## config.mk

```make
export PLATFORM = sky130hd
export DESIGN_NAME = uart_rx_fifo
export DESIGN_NICKNAME = d
export VERILOG_FILES = /design/src/rtl/uart_pkg.sv /design/src/rtl/uart_fifo_ram.sv /design/src/rtl/uart_rx_fifo.sv
export SDC_FILE = /design/constraint.sdc
export NUM_CORES = 1
export LEC_CHECK = 0
export BUFFER_PORTS_ARGS = -buffer_cell sky130_fd_sc_hd__buf_4
export CORE_ASPECT_RATIO = 0.6
export CORE_UTILIZATION = 60
export DETAILED_ROUTE_END_ITERATION = 12
export GPL_TIMING_DRIVEN = 0
export PLACE_DENSITY_LB_ADDON = 0.3
export SLEW_MARGIN = 20
export SYNTH_ARGS = -nofsm -noshare
export SYNTH_HDL_FRONTEND = slang
export SYNTH_SLANG_ARGS = --single-unit
export TNS_END_PERCENT = 100
```

## constraint.sdc

```tcl
create_clock -name i_clk -period 4.7 [get_ports i_clk]
set_input_delay 1.41 -clock i_clk [delete_from_list [all_inputs] [get_ports i_clk]]
set_output_delay 1.41 -clock i_clk [all_outputs]
set_load 0.02 [all_outputs]
```

## src/rtl/uart_pkg.sv

```systemverilog
// Shared UART constants: receiver framing parameters and the RX FIFO defaults
// derived from them.
package uart_pkg;

  localparam int SIZE_DATA   = 16;
  localparam int OVER_SAMPLE = 16;

  localparam int FIFO_DATA_W = SIZE_DATA;
  localparam int FIFO_DEPTH  = 16;

endpackage : uart_pkg

```

## src/rtl/uart_fifo_ram.sv

```systemverilog
// Simple dual-port storage for the RX FIFO: synchronous write, asynchronous
// read address. Contents are intentionally not reset.
module uart_fifo_ram
  import uart_pkg::*;
#(
  parameter int DATA_W = FIFO_DATA_W,
  parameter int DEPTH  = FIFO_DEPTH
) (
  input  logic                     i_clk,
  input  logic                     i_we,
  input  logic [$clog2(DEPTH)-1:0] i_waddr,
  input  logic [DATA_W-1:0]        i_wdata,
  input  logic [$clog2(DEPTH)-1:0] i_raddr,
  output logic [DATA_W-1:0]        o_rdata
);

  logic [DATA_W-1:0] mem [DEPTH];

  always_ff @(posedge i_clk) begin
    if (i_we) mem[i_waddr] <= i_wdata;
  end

  assign o_rdata = mem[i_raddr];

endmodule : uart_fifo_ram

```

## src/rtl/uart_rx_fifo.sv

```systemverilog
// First-word fall-through FIFO buffering received UART words, with
// wrap-bit pointers, full/almost-full flags and a sticky overflow flag.
module uart_rx_fifo
  import uart_pkg::*;
#(
  parameter int DATA_W    = FIFO_DATA_W,
  parameter int DEPTH     = FIFO_DEPTH,
  parameter int AFULL_LVL = DEPTH - 2
) (
  input  logic                     i_clk,
  input  logic                     i_rst_n,
  input  logic                     i_wr_en,
  input  logic [DATA_W-1:0]        i_wr_data,
  output logic                     o_valid,
  output logic [DATA_W-1:0]        o_data,
  input  logic                     i_ready,
  output logic                     o_full,
  output logic                     o_afull,
  output logic [$clog2(DEPTH):0]   o_count,
  output logic                     o_overflow,
  input  logic                     i_ovf_clr
);

  localparam int AW = $clog2(DEPTH);
  localparam int PW = AW + 1;
  localparam logic [PW-1:0] AFULL_THR = PW'(AFULL_LVL);

  logic [PW-1:0] wr_ptr, rd_ptr;
  logic [PW-1:0] wr_ptr_nxt, rd_ptr_nxt, cnt_nxt;
  logic          valid_q, full_q, afull_q, ovf_q;
  logic          do_wr, do_rd, drop;

  assign do_rd = valid_q & i_ready;
  assign do_wr = i_wr_en & (~full_q | do_rd);
  assign drop  = i_wr_en & full_q & ~do_rd;

  assign wr_ptr_nxt = wr_ptr + PW'(do_wr);
  assign rd_ptr_nxt = rd_ptr + PW'(do_rd);
  assign cnt_nxt    = wr_ptr_nxt - rd_ptr_nxt;

  // Flags are registered from the next-state pointers so they stay equal to
  // the pointer-derived empty/full/level decode while being glitch-free.
  always_ff @(posedge i_clk or negedge i_rst_n) begin
    if (!i_rst_n) begin
      wr_ptr  <= '0;
      rd_ptr  <= '0;
      valid_q <= 1'b0;
      full_q  <= 1'b0;
      afull_q <= 1'b0;
      ovf_q   <= 1'b0;
    end else begin
      wr_ptr  <= wr_ptr_nxt;
      rd_ptr  <= rd_ptr_nxt;
      valid_q <= (wr_ptr_nxt != rd_ptr_nxt);
      full_q  <= (wr_ptr_nxt[AW-1:0] == rd_ptr_nxt[AW-1:0]) &&
                 (wr_ptr_nxt[AW] != rd_ptr_nxt[AW]);
      afull_q <= (cnt_nxt >= AFULL_THR);
      if (drop)           ovf_q <= 1'b1;
      else if (i_ovf_clr) ovf_q <= 1'b0;
    end
  end

  uart_fifo_ram #(
    .DATA_W (DATA_W),
    .DEPTH  (DEPTH)
  ) u_ram (
    .i_clk   (i_clk),
    .i_we    (do_wr),
    .i_waddr (wr_ptr[AW-1:0]),
    .i_wdata (i_wr_data),
    .i_raddr (rd_ptr[AW-1:0]),
    .o_rdata (o_data)
  );

  assign o_valid    = valid_q;
  assign o_full     = full_q;
  assign o_afull    = afull_q;
  assign o_count    = wr_ptr - rd_ptr;
  assign o_overflow = ovf_q;

endmodule : uart_rx_fifo

```

==> results.toml, run 1 <==
[placement]
gp_congestion = 0.8003
place_ws_ns = 0.8967
dp_hpwl_um = 14310
port_buffers = 45
dpl.cell_count = 759

[finish]
final_cell_mix = "edfxtp_1 (256), buf_4 (51), mux4_2 (50), mux4_1 (30), clkbuf_16 (25)"
layout_commonest_cell = "edfxtp_1"
area_growth_pct = 15.02
nFillCells = 995
antenna_cells = 0
final_cells = 801
drive_gt1_share_pct = 32.10
nNetsFinal = 586

[timing]
tightestPinTransition_ns = 0.6946
hold_viol = 0
grt_setup_unrepaired = "no"
slew_viol_final = 0
finalCritPeriodShare_pct = 86.77
finClkSkew_ns = 0.01382
final.min_clock_period_ns = 4.078
relSlewSlack_pct = 53.64
max_freq_mhz = 245.2
fin_ws_ns = 0.6219
setup_viol = 0

[critical_path]
crit_chain = "buf_6 > buf_6 > mux4_1 > mux4_2 > buf_4"
worstSetupPathType = "register to output port"
crit_arrival_ns = 2.67
end_kind = "output port"
crit_start = "rd_ptr[0]"
cp-start-kind = "register"
rr_startpoint = "o_valid"
cpPeakStageDelay_ns = 0.62
reg2reg_depth = 10
cp.required_ns = 3.29
reg2reg_to = "o_afull"
crit_slowest_cell = "mux4_1"
critPathMaxFanout = 10
cpMostUsedCell = "buf_6"
rrSetupSlack_ns = 1.99

[power]
power_density_nw_per_um2 = 644.3
peakVddDrop_mv = 0.3541
p_leak_uw = 0.004241

[route]
num_vias = 5057
dr_wl_met2_um = 9820
viasPerCell = 6.313
highest_layer = "met4"
route.met3.wl_um = 2060
drc = 0
wirelength_um = 21980
ant_nets = 0
wl_per_cell_um = 27.44
wl_met1_um = 9712
drtPass1Iterations = 5
drtIter0Drc = 714

[synthesis]
synth_fp_nets = 495
ys.flop_type = "edfxtp_1"
synth_cell_type_count = 29
synth_edf_count = 256
yosysWarnings = 0
synthArstFlopShare_pct = 5.185
syn_inst = 460
synth_area_um2 = 10760
ys_seq_area_share_pct = 74.71
syn_avg_cell_area_um2 = 23.39
ys_seq_elements = 270

[global_routing]
grt_pass1_wl_um = 33060
grt_max_degree = 17
grt_pass1_vias = 5114
gr-usage-all-layers_pct = 25.45
overflow = 0
antenna_found_initial = 0

[floorplanning]
placementRows = 37
die_w_um = 174.9
die_area_um2 = 18490
io_pins = 46
core_um2 = 17310
initial_core_util_pct = 62.14
die_height_um = 105.7

[clock_network]
tritoncts = "yes"
clk_latency_ns = 0.52
cts_buffers = 24
post_cts_resize_count = 0
cts_root_buf = "clkbuf_16"
cts_hold_buf = 0
clockBufferDepth = 3
cts_max_level = 1
numClockSinks = 270
cts_setup_buffers = 0
clk_pin_slew_ns = 0.06

[worst_hold_path]
hold_class = "register to register"
min_path_cells = 2
min_from = "o_overflow"
hold_end = "o_overflow"

[status]
outcome = "finished clean"

[run]
cap_viol_max_count = 0
-- state kept, by name, indices dropped and copies added, names as in the netlist --
name	count
wr_ptr	5
u_ram.mem	256
rd_ptr	5
o_afull	1
o_valid	1
o_full	1
o_overflow	1
-- stage by stage --
stage                     hold WS (ns)  power (uW)  TNS, ns  instance area (um^2)  utilization (%)
after CTS                       0.5477        8004        0                 12380            71.48
after global placement          0.5043        6051   -5.785                 11390            65.78
after detailed placement        0.5393        6226        0                 11680            67.46
after floorplan                 0.5209        5143        0                 10760                -
final                           0.5478        7974        0                 12380            71.48
after global routing            0.6148        8309        0                 12380            71.48
-- logic make-up (layout without fill, tap and decap cells) --
kind of cell / after synthesis / in the layout / synth area share [%]
adders and majority gates: 14 / 14 / 1.768
and+or+nand+nor: 32 / 32 / 1.442
AOI/OAI and AO/OA: 12 / 12 / 0.7094
muxes: 80 / 80 / 17.79
DFF: 270 / 270 / 74.71
buffers and inverters: 37 / 144 / 2.221
xor gates and xnor gates: 15 / 15 / 1.361
-- worst max-delay path: cells and delay by family (launching register included) --
family   cells  cell delay [ns]
flops        1             0.41
buf+inv      3             0.60
mux          2             1.13
-- Yosys cell counts (all sizes together), types with 4 or more instances --
master | count | area (um^2)
a21o | 4 | 30.03
a21oi | 4 | 20.02
buf | 18 | 163.9
dfrtp | 14 | 350.3
edfxtp | 256 | 7687
ha | 12 | 150.1
inv | 18 | 67.56
mux4 | 80 | 1914
nand3 | 10 | 55.05
nor2 | 12 | 45.04
nor3 | 4 | 20.02
xnor2 | 9 | 93.84
xor2 | 6 | 52.55
-- cell type report --
class	count	area, um^2	share of cell area (%)
clock buffer	30	644.4	5.207
timing repair buffer	65	578.1	4.671
clock inverter	12	51.30	0.4145
multi-input combinational	153	2532	20.46
buffer	19	171.4	1.385
sequential	270	8038	64.95
tap	234	292.8	2.366
inverter	18	67.56	0.5460
-- metal layers --
| metal | track usage [%] | up-vias |
|---|---|---|
| met5 | 0 | - |
| met4 | 6.708 | 0 |
| met3 | 6.097 | 36 |
| met2 | 36.82 | 248 |
| met1 | 39.50 | 2649 |
| li1 | - | 2124 |
-- power breakdown --
group	internal (uW)	leakage, uW	switching [uW]	total (uW)
registers	2930	0.00248	101	3030
clock network	965	0.000336	812	1780
logic	1480	0.00143	1690	3170
-- worst max-delay path by stage --
stage	slack, ns	to
2_1_floorplan	1.20	u_ram.mem[0][0]
3_3_place_gp	-0.12	u_ram.mem[2][12]
3_5_place_dp	0.90	o_afull
4_1_cts	0.62	o_data[14]
5_1_grt	0.58	o_data[10]
6_report	0.62	o_data[3]
Note: power is estimated with default switching activity, not from simulation.
==> run 2: changes to the inputs <==
- CORE_UTILIZATION: 60 -> 25
==> results.toml, run 2 (same netlist as run 1, synthesis figures left out) <==
[status]
outcome = "finished clean"

[global_routing]
grt_pass1_vias = 5198
gr-usage-all-layers_pct = 11.34
overflow = 0
antenna_found_initial = 0
grt_max_degree = 17
grt_pass1_wl_um = 35600

[finish]
largest_reg_flops = 256
area_growth_pct = 19.20
multiInputGateArea_um2 = 2592
antenna_cells = 0
top_regs = "u_ram.mem (256), rd_ptr (5), wr_ptr (5)"
nFillCells = 4019
stdcell_area_um2 = 12820
ff_latch_area_um2 = 8038
utilization_pct = 30.42
largest-register = "u_ram.mem"
final_cell_mix = "edfxtp_1 (256), buf_4 (54), mux4_2 (50), mux4_1 (30), clkbuf_16 (27)"
nNetsFinal = 577
layout_commonest_cell = "edfxtp_1"
drive_gt1_share_pct = 32.38

[clock_network]
clk_pin_slew_ns = 0.06
cts_root_buf = "clkbuf_16"
numClockSinks = 270
clockBufferDepth = 3
post_cts_resize_count = 0
clk_latency_ns = 0.54
cts_hold_buf = 0
cts_max_level = 1
cts_buffers = 27
cts_setup_buffers = 0
tritoncts = "yes"

[timing]
setup_viol = 0
max_freq_mhz = 239.7
grt_setup_unrepaired = "no"
finalCritPeriodShare_pct = 88.77
relSlewSlack_pct = 48.12
slew_viol_final = 0
finClkSkew_ns = 0.01133
tightestPinTransition_ns = 0.7764
final.min_clock_period_ns = 4.172
holdWs_ns = 0.5308
hold_viol = 0

[power]
total_power_uw = 8328
peakVddDrop_mv = 0.3071
power_density_nw_per_um2 = 649.4
p_leak_uw = 0.004245

[critical_path]
critPathMaxFanout = 10
cp.required_ns = 3.29
worstSetupPathType = "register to output port"
crit_arrival_ns = 2.76
end_kind = "output port"
cp-start-kind = "register"

[floorplanning]
die_area_um2 = 43900
placementRows = 58
core_um2 = 42160
initial_core_util_pct = 25.52
io_pins = 46
die_height_um = 162.7
die_w_um = 269.8

[route]
num_vias = 4915
drc = 0
ant_nets = 0
wl_per_cell_um = 22.00
drtIter0Drc = 371
wirelength_um = 24840
drtPass1Iterations = 4
viasPerCell = 4.353

[placement]
dp_hpwl_um = 15670
port_buffers = 45
dpl_cell_area_um2 = 11980
gp_congestion = 0.7254

[worst_hold_path]
hold_class = "register to register"

[run]
cap_viol_max_count = 0
==> run 2: cell types whose count changed in the layout (fill, tap and decap cells not counted), sizes merged <==
cell,delta
clkbuf,-1
clkinv,+3
buf,-12
clkinvlp,-1
bufinv,+3
==> run 2: critical path: stages, from the launching register on <==
cell	delay, ns
dfrtp_1	0.50
buf_6	0.23
buf_2	0.37
mux4_2	0.39
mux4_2	0.52
buf_4	0.19
==> run 2: per-layer routing <==
metal	vias to the layer above	GRT usage (%)	routed length (um)
met5	-	0	0
li1	2125	-	-
met1	2624	15.40	10970
met4	0	2.402	501
met3	38	2.934	1945
met2	128	18.36	11420
==> run 2: power breakdown <==
part	internal (uW)	switching [uW]	total, uW
clock	1200	878	2080
combinational	1450	1780	3220
sequential	2930	93.3	3020
==> run 2: worst paths after layout <==
check | from | endpoint | slack, ns | cells past startpoint
min in group asynchronous | i_rst_n | o_full | 0.70 | 1
setup / recovery | rd_ptr[1] | o_data[14] | 0.53 | 5
hold / removal | o_overflow | o_overflow | 0.53 | 2
max in group asynchronous | i_rst_n | rd_ptr[3] | 3.83 | 1
hold reg to reg | o_overflow | o_overflow | 0.53 | 2
setup reg to reg | o_valid | o_afull | 2.00 | 10
==> run 2: metrics by stage <==
| stage | worst slack (ns) | std cells | TNS (ns) |
|---|---|---|---|
| final | 0.5279 | 1129 | 0 |
| after global routing | 0.4342 | 1129 | 0 |
| after CTS | 0.4919 | 1129 | 0 |
| after detailed placement | 0.9186 | 1083 | 0 |
| after global placement | -0.4230 | 1075 | -25.96 |
| after floorplan | 1.204 | 460 | 0 |
==> run 2: layout make-up <==
| cell class | instances | share of cell area (%) |
|---|---|---|
| inverter | 18 | 0.5268 |
| clock buffer | 29 | 5.327 |
| timing repair buffer | 53 | 3.132 |
| buffer | 19 | 1.337 |
| tap | 570 | 5.561 |
| multi-input combinational | 153 | 20.21 |
| clock inverter | 17 | 1.229 |
| sequential | 270 | 62.67 |
